$ cat config.mk
export PLATFORM = sky130hd
export DESIGN_NAME = gsim_solver_param_flat
export DESIGN_NICKNAME = d
export VERILOG_FILES = /design/src/rtl/gsim_pkg.sv /design/src/rtl/gsim_solver_param_if.sv /design/src/rtl/gsim_update_dp.sv /design/src/rtl/gsim_solver_param.sv /design/src/flat_wrapper.sv
export SDC_FILE = /design/constraint.sdc
export NUM_CORES = 2
export LEC_CHECK = 0
export CAP_MARGIN = 20
export CORE_MARGIN = 2
export CORE_UTILIZATION = 45
export DETAILED_ROUTE_END_ITERATION = 10
export DONT_BUFFER_PORTS = 1
export PLACE_DENSITY = 0.61
export SYNTH_ARGS = -nofsm -noshare
export SYNTH_HDL_FRONTEND = slang
export SYNTH_HIERARCHICAL = 1
export SYNTH_SLANG_ARGS = --single-unit
$ cat constraint.sdc
create_clock -name clk -period 55 [get_ports clk]
set_input_delay 11 -clock clk [delete_from_list [all_inputs] [get_ports clk]]
set_output_delay 11 -clock clk [all_outputs]
set_load 0.05 [all_outputs]
$ cat src/rtl/gsim_pkg.sv
// Shared types and constants for the parametrised Gauss-Seidel solver.
// Banded system: diag 20, off-diagonals -13 / +6 / -1.
package gsim_pkg;

    typedef enum logic [1:0] {
        RECV = 2'd0,
        CALC = 2'd1,
        SEND = 2'd2
    } state_t;

    localparam int C1       = 13;
    localparam int C2       = 6;
    localparam int C3       = 1;
    localparam int RECIP    = 52429;   // round(2^20 / 20)
    localparam int RECIP_SH = 20;
    localparam int FRAC     = 16;

endpackage

$ cat src/rtl/gsim_solver_param_if.sv
// b-vector load stream and x-result stream of the solver.
// master = loader/consumer side, slave = solver side.
interface gsim_solver_param_if #(
    parameter int N   = 16,
    parameter int B_W = 16,
    parameter int X_W = 32
);
    localparam int IDX_W = $clog2(N);

    logic                   in_en;
    logic signed [B_W-1:0]  b_in;
    logic                   out_valid;
    logic                   out_ready;
    logic [X_W-1:0]         x_out;
    logic [IDX_W-1:0]       out_idx;

    modport master (
        output in_en, b_in, out_ready,
        input  out_valid, x_out, out_idx
    );

    modport slave (
        input  in_en, b_in, out_ready,
        output out_valid, x_out, out_idx
    );

endinterface

$ cat src/rtl/gsim_update_dp.sv
// Combinational single-unknown update: 7-entry x window plus b_i -> x_new and |x_new - x_old|.
// All constant multiplies are shift-add trees driven by the package constants.
module gsim_update_dp
    import gsim_pkg::*;
#(
    parameter int B_W = 16,
    parameter int X_W = 32
)(
    input  logic signed [B_W-1:0]  b,
    input  logic [6:0][X_W-1:0]    x_win,
    output logic [X_W-1:0]         x_new,
    output logic [X_W:0]           d_abs
);
    localparam int NUM_W  = X_W + 8;
    localparam int PROD_W = NUM_W + 17;

    logic [6:0][NUM_W-1:0]    x_ext;
    logic [2:0][NUM_W-1:0]    term;
    logic signed [NUM_W-1:0]  num;
    logic signed [PROD_W-1:0] prod;
    logic signed [X_W:0]      diff;
    logic                     unused_prod;

    for (genvar gi = 0; gi < 7; gi++) begin : g_ext
        assign x_ext[gi] = {{(NUM_W-X_W){x_win[gi][X_W-1]}}, x_win[gi]};
    end

    // term[k-1] = C_k * (x[i-k] + x[i+k]); window slot 3 is x[i] itself
    for (genvar gi = 0; gi < 3; gi++) begin : g_coef
        localparam int COEF = (gi == 0) ? C1 : (gi == 1) ? C2 : C3;
        logic signed [NUM_W-1:0] pair;
        logic signed [NUM_W-1:0] acc;

        assign pair = $signed(x_ext[2-gi]) + $signed(x_ext[4+gi]);

        always_comb begin
            acc = '0;
            for (int s = 0; s < 4; s++) begin
                if (((COEF >> s) & 1) == 1) acc = acc + (pair <<< s);
            end
        end

        assign term[gi] = acc;
    end

    always_comb begin
        num  = $signed({{(NUM_W-B_W){b[B_W-1]}}, b}) <<< FRAC;
        num  = num + $signed(term[0]) - $signed(term[1]) + $signed(term[2]);
        prod = '0;
        for (int s = 0; s < 17; s++) begin
            if (((RECIP >> s) & 1) == 1)
                prod = prod + ($signed({{(PROD_W-NUM_W){num[NUM_W-1]}}, num}) <<< s);
        end
    end

    // Taking the bit window above RECIP_SH is the floor of the arithmetic shift.
    assign x_new       = prod[RECIP_SH +: X_W];
    assign unused_prod = ^{prod[PROD_W-1:RECIP_SH+X_W], prod[RECIP_SH-1:0]};

    assign diff  = $signed({x_new[X_W-1], x_new}) - $signed({x_win[3][X_W-1], x_win[3]});
    assign d_abs = diff[X_W] ? -diff : diff;

endmodule

$ cat src/rtl/gsim_solver_param.sv
// Parametrised Gauss-Seidel solver: loads N b values, runs in-place sweeps
// (one unknown per cycle) with optional tolerance exit, then streams x out.
module gsim_solver_param
    import gsim_pkg::*;
#(
    parameter int N      = 16,
    parameter int B_W    = 16,
    parameter int X_W    = 32,
    parameter int ITER_W = 8
)(
    input  logic               clk,
    input  logic               reset,
    gsim_solver_param_if.slave bus,
    input  logic [ITER_W-1:0]  iter_max,
    input  logic               tol_en,
    input  logic [X_W-1:0]     tol,
    output logic               busy,
    output logic [ITER_W-1:0]  iter_used,
    output logic               converged
);
    localparam int IDX_W = $clog2(N);
    localparam logic [IDX_W-1:0] LAST = IDX_W'(N-1);
    localparam logic signed [IDX_W+1:0] N_S = (IDX_W+2)'(N);

    state_t                 state_reg, state_next;
    logic [IDX_W-1:0]       idx_reg;
    logic [ITER_W-1:0]      iter_reg, iter_max_reg, iter_inc;
    logic                   tol_en_reg, conv_reg;
    logic [X_W-1:0]         tol_reg;
    logic [X_W:0]           dmax_reg, dmax_cur;
    logic signed [B_W-1:0]  b_reg [N];
    logic signed [X_W-1:0]  x_reg [N];

    logic [6:0][X_W-1:0]    x_win;
    logic [X_W-1:0]         x_new;
    logic [X_W:0]           d_abs;
    logic                   sweep_end, tol_hit, calc_done;

    // Neighbour window around idx_reg; positions outside 0..N-1 read as zero.
    for (genvar gi = 0; gi < 7; gi++) begin : g_win
        logic signed [IDX_W+1:0] pos;
        logic                    in_rng;
        assign pos       = $signed({2'b00, idx_reg}) + $signed((IDX_W+2)'(gi - 3));
        assign in_rng    = !pos[IDX_W+1] && (pos < N_S);
        assign x_win[gi] = in_rng ? x_reg[pos[IDX_W-1:0]] : '0;
    end

    gsim_update_dp #(.B_W(B_W), .X_W(X_W)) u_dp (
        .b     (b_reg[idx_reg]),
        .x_win (x_win),
        .x_new (x_new),
        .d_abs (d_abs)
    );

    assign iter_inc  = iter_reg + ITER_W'(1);
    assign dmax_cur  = (d_abs > dmax_reg) ? d_abs : dmax_reg;
    assign tol_hit   = tol_en_reg && (dmax_cur <= {1'b0, tol_reg});
    assign sweep_end = (state_reg == CALC) && (idx_reg == LAST);
    assign calc_done = sweep_end && ((iter_inc == iter_max_reg) || tol_hit);

    always_ff @(posedge clk) begin
        if (!reset) state_reg <= RECV;
        else        state_reg <= state_next;
    end

    always_comb begin
        state_next = state_reg;
        case (state_reg)
            RECV: if (bus.in_en && idx_reg == LAST)
                      state_next = (iter_max == '0) ? SEND : CALC;
            CALC: if (calc_done) state_next = SEND;
            SEND: if (bus.out_ready && idx_reg == LAST) state_next = RECV;
            default: state_next = RECV;
        endcase
    end

    always_comb begin
        busy          = 1'b0;
        bus.out_valid = 1'b0;
        bus.out_idx   = '0;
        bus.x_out     = '0;
        if (state_reg != RECV) busy = 1'b1;
        if (state_reg == SEND) begin
            bus.out_valid = 1'b1;
            bus.out_idx   = idx_reg;
            bus.x_out     = x_reg[idx_reg];
        end
    end

    assign iter_used = iter_reg;
    assign converged = conv_reg;

    // idx_reg is the load counter in RECV, the unknown index in CALC and the output index in SEND.
    always_ff @(posedge clk) begin
        if (!reset) begin
            idx_reg      <= '0;
            iter_reg     <= '0;
            iter_max_reg <= '0;
            tol_en_reg   <= 1'b0;
            tol_reg      <= '0;
            conv_reg     <= 1'b0;
            dmax_reg     <= '0;
            for (int i = 0; i < N; i++) begin
                b_reg[i] <= '0;
                x_reg[i] <= '0;
            end
        end else begin
            case (state_reg)
                RECV: if (bus.in_en) begin
                    b_reg[idx_reg] <= bus.b_in;
                    if (idx_reg == LAST) begin
                        idx_reg      <= '0;
                        iter_max_reg <= iter_max;
                        tol_en_reg   <= tol_en;
                        tol_reg      <= tol;
                        iter_reg     <= '0;
                        conv_reg     <= 1'b0;
                        dmax_reg     <= '0;
                        for (int i = 0; i < N; i++) x_reg[i] <= '0;
                    end else begin
                        idx_reg <= idx_reg + IDX_W'(1);
                    end
                end
                CALC: begin
                    x_reg[idx_reg] <= x_new;
                    if (sweep_end) begin
                        idx_reg  <= '0;
                        dmax_reg <= '0;
                        iter_reg <= iter_inc;
                        if (calc_done) conv_reg <= tol_hit;
                    end else begin
                        idx_reg  <= idx_reg + IDX_W'(1);
                        dmax_reg <= dmax_cur;
                    end
                end
                SEND: if (bus.out_ready) begin
                    idx_reg <= (idx_reg == LAST) ? '0 : idx_reg + IDX_W'(1);
                end
                default: ;
            endcase
        end
    end

endmodule

$ cat src/flat_wrapper.sv
// flat-port wrapper written by rule: the top's interface ports become plain ports
module gsim_solver_param_flat import gsim_pkg::*;
#(
    parameter int N      = 16,
    parameter int B_W    = 16,
    parameter int X_W    = 32,
    parameter int ITER_W = 8
)
  (clk, reset, iter_max, tol_en, tol, busy, iter_used, converged, bus_in_en, bus_b_in, bus_out_ready, bus_out_valid, bus_x_out, bus_out_idx);
  gsim_solver_param_if #(.N(N), .B_W(B_W), .X_W(X_W)) bus_i ();
  input  logic clk;
  input  logic reset;
  input  logic [ITER_W-1:0] iter_max;
  input  logic tol_en;
  input  logic [X_W-1:0] tol;
  output logic busy;
  output logic [ITER_W-1:0] iter_used;
  output logic converged;
  input wire logic [$bits(bus_i.in_en)-1:0] bus_in_en;
  input wire logic [$bits(bus_i.b_in)-1:0] bus_b_in;
  input wire logic [$bits(bus_i.out_ready)-1:0] bus_out_ready;
  output wire logic [$bits(bus_i.out_valid)-1:0] bus_out_valid;
  output wire logic [$bits(bus_i.x_out)-1:0] bus_x_out;
  output wire logic [$bits(bus_i.out_idx)-1:0] bus_out_idx;
  assign bus_i.in_en = bus_in_en;
  assign bus_i.b_in = bus_b_in;
  assign bus_i.out_ready = bus_out_ready;
  assign bus_out_valid = bus_i.out_valid;
  assign bus_x_out = bus_i.x_out;
  assign bus_out_idx = bus_i.out_idx;
  gsim_solver_param #(.N(N), .B_W(B_W), .X_W(X_W), .ITER_W(ITER_W)) u_core (.clk(clk), .reset(reset), .bus(bus_i), .iter_max(iter_max), .tol_en(tol_en), .tol(tol), .busy(busy), .iter_used(iter_used), .converged(converged));
endmodule
; ---- Word level (Yosys, flattened, before mapping)
; Memory sizes are Yosys's and may differ from the RTL's. A register that Yosys moved wholly into a read port is not among the register bits.
; Cells that the tools add are included.
[totals]
regBits = 89
latch_bits = 0
mem_bits_rw = 768
romBits = 0
out_inout_bits = 47
word_cells = 179
mem_count = 2
[mem_list]
columns = name, depth, width, read_ports, rd_clocked_by_memory_dff, write_ports, line
row1 = u_core.x_reg, 16, 32, 7, 1, 16, gsim_solver_param.sv:32  ; logic signed [X_W-1:0] x_reg [N];
row2 = u_core.b_reg, 16, 16, 1, 1, 16, gsim_solver_param.sv:31  ; logic signed [B_W-1:0] b_reg [N];
[classes]
addsub = 27
mul = 0
div = 0
order_cmp = 9
eq_ne = 11
shifts = 0
n_mux = 75
n_bitwise = 16
reduce_logical = 31
[op_table]
columns = cell, n
row1 = 32-bit two-way mux, 25
row2 = 33-bit two-way mux, 5
row3 = 52-bit adder, 2
row4 = 32-bit by 32-bit adder with 33-bit output, 3
row5 = 40-bit adder, 2
row6 = 33-bit case mux with 2 select lines, 1
row7 = 52-bit by 50-bit adder with 52-bit output, 1
row8 = 52-bit by 51-bit adder with 52-bit output, 1
row9 = 47-bit by 47-bit adder with 48-bit output, 1
row10 = 44-bit by 46-bit adder with 47-bit output, 1
row11 = 43-bit by 43-bit adder with 44-bit output, 1
row12 = 4-bit two-way mux, 11
row13 = 40-bit by 42-bit adder with 43-bit output, 1
row14 = 32-bit by 40-bit adder with 40-bit output, 1
row15 = 40-bit by 33-bit adder with 40-bit output, 1
row16 = 40-bit by 36-bit subtractor with 40-bit output, 1
row17 = 34-bit by 35-bit adder with 36-bit output, 1
row18 = "6-bit < comparator, second input constant", 6
row19 = 33-bit > comparator, 1
row20 = 33-bit by 32-bit <= comparator with 1-bit output, 1
row21 = 33-bit negator, 1
row22 = 32-bit by 32-bit subtractor with 33-bit output, 1
row23 = 32-bit OR reduction, 1
row24 = 8-bit two-way mux, 3
row25 = 34 further kinds, 96

; ---- Depth between registers and ports, before layout
[logic_depth]
depth_word = 30
mapped_depth = 94

; ---- Cells and area by module
; The synthesis kept the hierarchy.
[by_module_without_submodules]
columns = mod, n_inst, cells_per_inst, area_per_inst_um2, seq_area_each_um2
row1 = gsim_solver_param, 1, 3792, 55215.5, 24923.9
row2 = gsim_update_dp, 1, 2461, 21229.1, 0.0

; ---- Worst setup path after synthesis
; OpenSTA, ideal clock, no wires.
[synth_timing]
path_type = register to register
startpoint = reg u_core.idx_reg[0]
endpoint = reg u_core.state_reg[0]
t_arrival_ns = 20.055
setup_slack_ns = 34.831
path_stages_with_launch = 84
period_less_slack_ns = 20.169
path_cell_list = dfxtp_1 > clkbuf_1 > buf_2 > buf_2 > clkbuf_1 > inv_1 > ha_1 > clkbuf_1 > buf_1 > clkbuf_1 > mux4_2 > mux4_2 > nor2b_1 > ha_1 > and3_1 > and3_1 > a31oi_1 > nor4b_1 > [... 48 more ...] > nand4_2 > inv_1 > a221o_1 > a221o_1 > a31oi_2 > a41o_1 > buf_6 > buf_2 > mux2_2 > ha_1 > nand4_1 > nor4_1 > nand4_1 > o21a_1 > and2_0 > a31oi_1 > a21oi_1 > o21a_1
[synth_lines]
columns = item, line
row1 = "start, declared", gsim_solver_param.sv:26  ; logic [IDX_W-1:0] idx_reg;
row2 = "start signal, assigned", gsim_solver_param.sv:121  ; idx_reg <= idx_reg + IDX_W'(1);
row3 = "start signal, assigned", gsim_solver_param.sv:132  ; idx_reg <= idx_reg + IDX_W'(1);
row4 = "start signal, assigned", gsim_solver_param.sv:137  ; idx_reg <= (idx_reg == LAST) ? '0 : idx_reg + IDX_W'(1);
row5 = "end signal, assigned", gsim_solver_param.sv:63  ; else state_reg <= state_next;
row6 = "end, declared", gsim_solver_param.sv:25  ; state_t state_reg, state_next;

==> impl_results.md <==
- CP Max Fanout: 51
- DR vias: 55000
- Port Buffer Count: 0
- Startpoint types: flop
- DR pass1 iterations: 8
- Starting Density: 45.2%
- Clk Latency, worst-skew pair: 0.77 ns
- Layout cell share with drive strength beyond 1: 19.6%
- RSZ-0062 raised after global routing: false
- Final HPWL DP: roughly 170000 um
- Gr ovfl total: 0
- Initial drt markers: 7738
- Skew final: ~0.053 ns
- CTS tree: yes
- Total Routing Usage GR: 29.9%
- Flops & latches, synth: 861
- GPL Wtd Cong: 0.933
- Drt wl/cell: 31.2 um
- WHS: 0.483 ns
- Post-Place Setup Slack: 29.68 ns
- Max incr delay on CP: 0.88 ns
- R2R Path End: u_core/state_reg[0]
- Commonest non-fill, non-tap cell in the layout: edfxtp_1
- Largest net degree at the start of global routing: 129
- Final setup TNS: 0 ns
- Synth Warn #: 6
- Crit. End Element: flop
- Relative slew slack: 22.7%
- Sink Count: 861
- CTS Hold Bufs: 0
- CP Data Arrival Time: 25.93 ns
- Main synth FF type: edfxtp_1
- Post-synthesis cell area: roughly 0.076 mm^2
- Core Region: 0.169 mm^2
- Synth Instances: approximately 6300
- Initial antenna violation count: 20
- Total CTS buffers: 95
- Dpl cells: 8180
- Hold Fails Final Rpt: 0
- Max cap viols: 0
- Reg2reg setup slack: 29.72 ns
- Synth Net Count: 7030
- Final Worst Setup Slack: just under 30 ns
- Post-route ant nets: 0
- Slew at the pin with the worst max-slew slack: 1.16 ns
- Clock transition at the registers of the reported paths: 0.07 ns
- Post-Route WL: 261000 um
- HP Start: u_core/tol_reg[3]
- Status: finished, final reports clean
- Sequential share of the synthesized area: 32.6%
- Ys async rst share: 0%
- Final setup violating endpoints: 0
- DIE WIDTH: 416 um
- Max reg flops: between 500 and 600
- Syn_area_per_cell: 12.2 um^2
- Slew Viols, Final: 0
- Worst hold stages: 2
- Worst Path Required: roughly 56 ns
- H-tree Lvls: 3
- HP Class: reg -> reg
- Root buf cell: clkbuf_16
- Top post-synthesis cells by area: edfxtp_1 (30%), mux4_2 (22%), fa_1 (9.7%), ha_1 (5.6%), and2_1 (4.4%)
- Drt via density: 6.58
- Residual DRC count: 0
- Minimum clock period: 25.28 ns
- CP most frequent cell: fa_1
- IO Pins: 108
- Post-CTS Repair Setup Buffers: 0
- Max Fclk: between 30 and 40 MHz
- Die Y: between 400 and 500 um
- Die ar.: 0.173 mm^2
- R2R depth: 78
- CTS max path bufs: 3
- Number of synthesized flops with an enable pin: 768
- Most frequent cells in the layout: edfxtp_1 (768), mux4_2 (751), inv_1 (678)
- First-pass GRT wire length: ~380000 um
- Count of cell types in the netlist: ~110
- Critical path class: reg -> reg
- Nets: 6838
- Biggest area consumer among synthesized cells: edfxtp_1
- Area share of the largest cell type after synthesis: 30.2%
- # rows: 151
- Final worst-path cycle share: 46.0%
- Post-CTS sizing: 0
- Vias in the first global route: roughly 55000
- Critical-path top delay cell: xnor2_1
- Synthesis-to-finish area growth: 7.72%
- Hold Path Sink: u_core/tol_reg[3]
- Post-Layout Cell Count: about 8400
- Reg2reg start: u_core/idx_reg[0]
==> how the worst max path moves through the flow <==
stage / slack [ns] / to / from / cells past startpoint
6_report: 29.72 / u_core/state_reg[0] / u_core/idx_reg[0] / 78
5_1_grt: 27.98 / u_core/state_reg[0] / u_core/idx_reg[0] / 80
4_1_cts: 29.57 / u_core/state_reg[0] / u_core/idx_reg[0] / 80
3_5_place_dp: 29.68 / u_core/state_reg[0] / u_core/idx_reg[0] / 80
3_3_place_gp: 29.96 / u_core/state_reg[0] / u_core/idx_reg[0] / 80
2_1_floorplan: 34.83 / u_core/state_reg[0] / u_core/idx_reg[0] / 83
==> critical path, delay by kind of cell, from the launching register on <==
| kind | cells | cell delay, ns |
|---|---|---|
| adder cells (fa/ha/maj) | 14 | 6.43 |
| flip-flops | 1 | 0.51 |
| AO/OA/AOI/OAI | 31 | 8.04 |
| XOR/XNOR | 4 | 1.61 |
| multiplexers | 3 | 1.55 |
| buffers and inverters | 11 | 3.72 |
| AND/OR/NAND/NOR | 15 | 3.18 |
==> cell families (layout without fill, tap and decap cells) <==
logic type	after synthesis	after routing	synth area share (%)
flip-flops	861	861	32.6
buffers and inverters	1124	1013	5.72
adder cells (fa/ha/maj)	728	728	15.5
AND/OR/NAND/NOR	1598	1598	12.2
AO/OA/AOI/OAI	828	828	7.43
XOR/XNOR	259	259	3.02
multiplexers	855	855	23.5
other	0	11	0
==> final cells by class <==
type                            instances  area (um^2)
Antenna cell                           11         27.5
Clock buffer                          116         2510
Clock inverter                         62          651
Fill cell                           14700        86700
Inverter                              683         2560
Multi-Input combinational cell       4268        47700
Sequential cell                       861        24900
Tap cell                             2218         2780
Timing Repair Buffer                  152         1210
==> layer usage <==
metal  GRT usage (%)  part of all wire (%)  vias up
met5           0.250                 0.038        -
met1            38.7                    37    27900
met2            46.6                    45     3615
li1                -                     -    22700
met4            14.4                   5.9        8
met3            8.29                    12      765
==> cells in the mapped netlist, types with 5 or more instances <==
master	count
buf_2	76
o21ai_1	6
nor2b_1	213
a21oi_1	179
o21a_1	21
nor4_1	8
a31o_2	7
o21bai_1	26
nand2_1	175
o211a_1	6
inv_1	679
o31ai_1	16
nor3_1	40
nand3_1	51
mux2i_1	73
o211ai_1	16
a41o_1	5
a211oi_1	144
fa_1	372
and2_1	541
dfxtp_1	93
buf_6	6
a2111oi_0	5
a31oi_1	23
nand2b_1	44
and3_1	299
ha_1	344
xor2_1	84
edfxtp_1	768
buf_1	47
clkbuf_1	308
mux4_2	751
or3_1	20
a21o_1	90
maj3_1	12
nor2_1	131
mux2_2	31
nand4_1	28
o21ai_0	158
a211o_1	6
o2111ai_1	5
a22o_1	45
xnor2_1	171
==> per-stage QoR <==
step / utilization (%) / cell area, um^2
2_1_floorplan: - / 76400
3_3_place_gp: 46.8 / 79100
3_5_place_dp: 46.8 / 79100
4_1_cts: 48.7 / 82300
5_1_grt: 48.7 / 82300
6_report: 48.7 / 82300
Power is left out: the tool's default activity adds up to more than one toggle a clock period on the data nets, which glitch-free logic cannot reach.
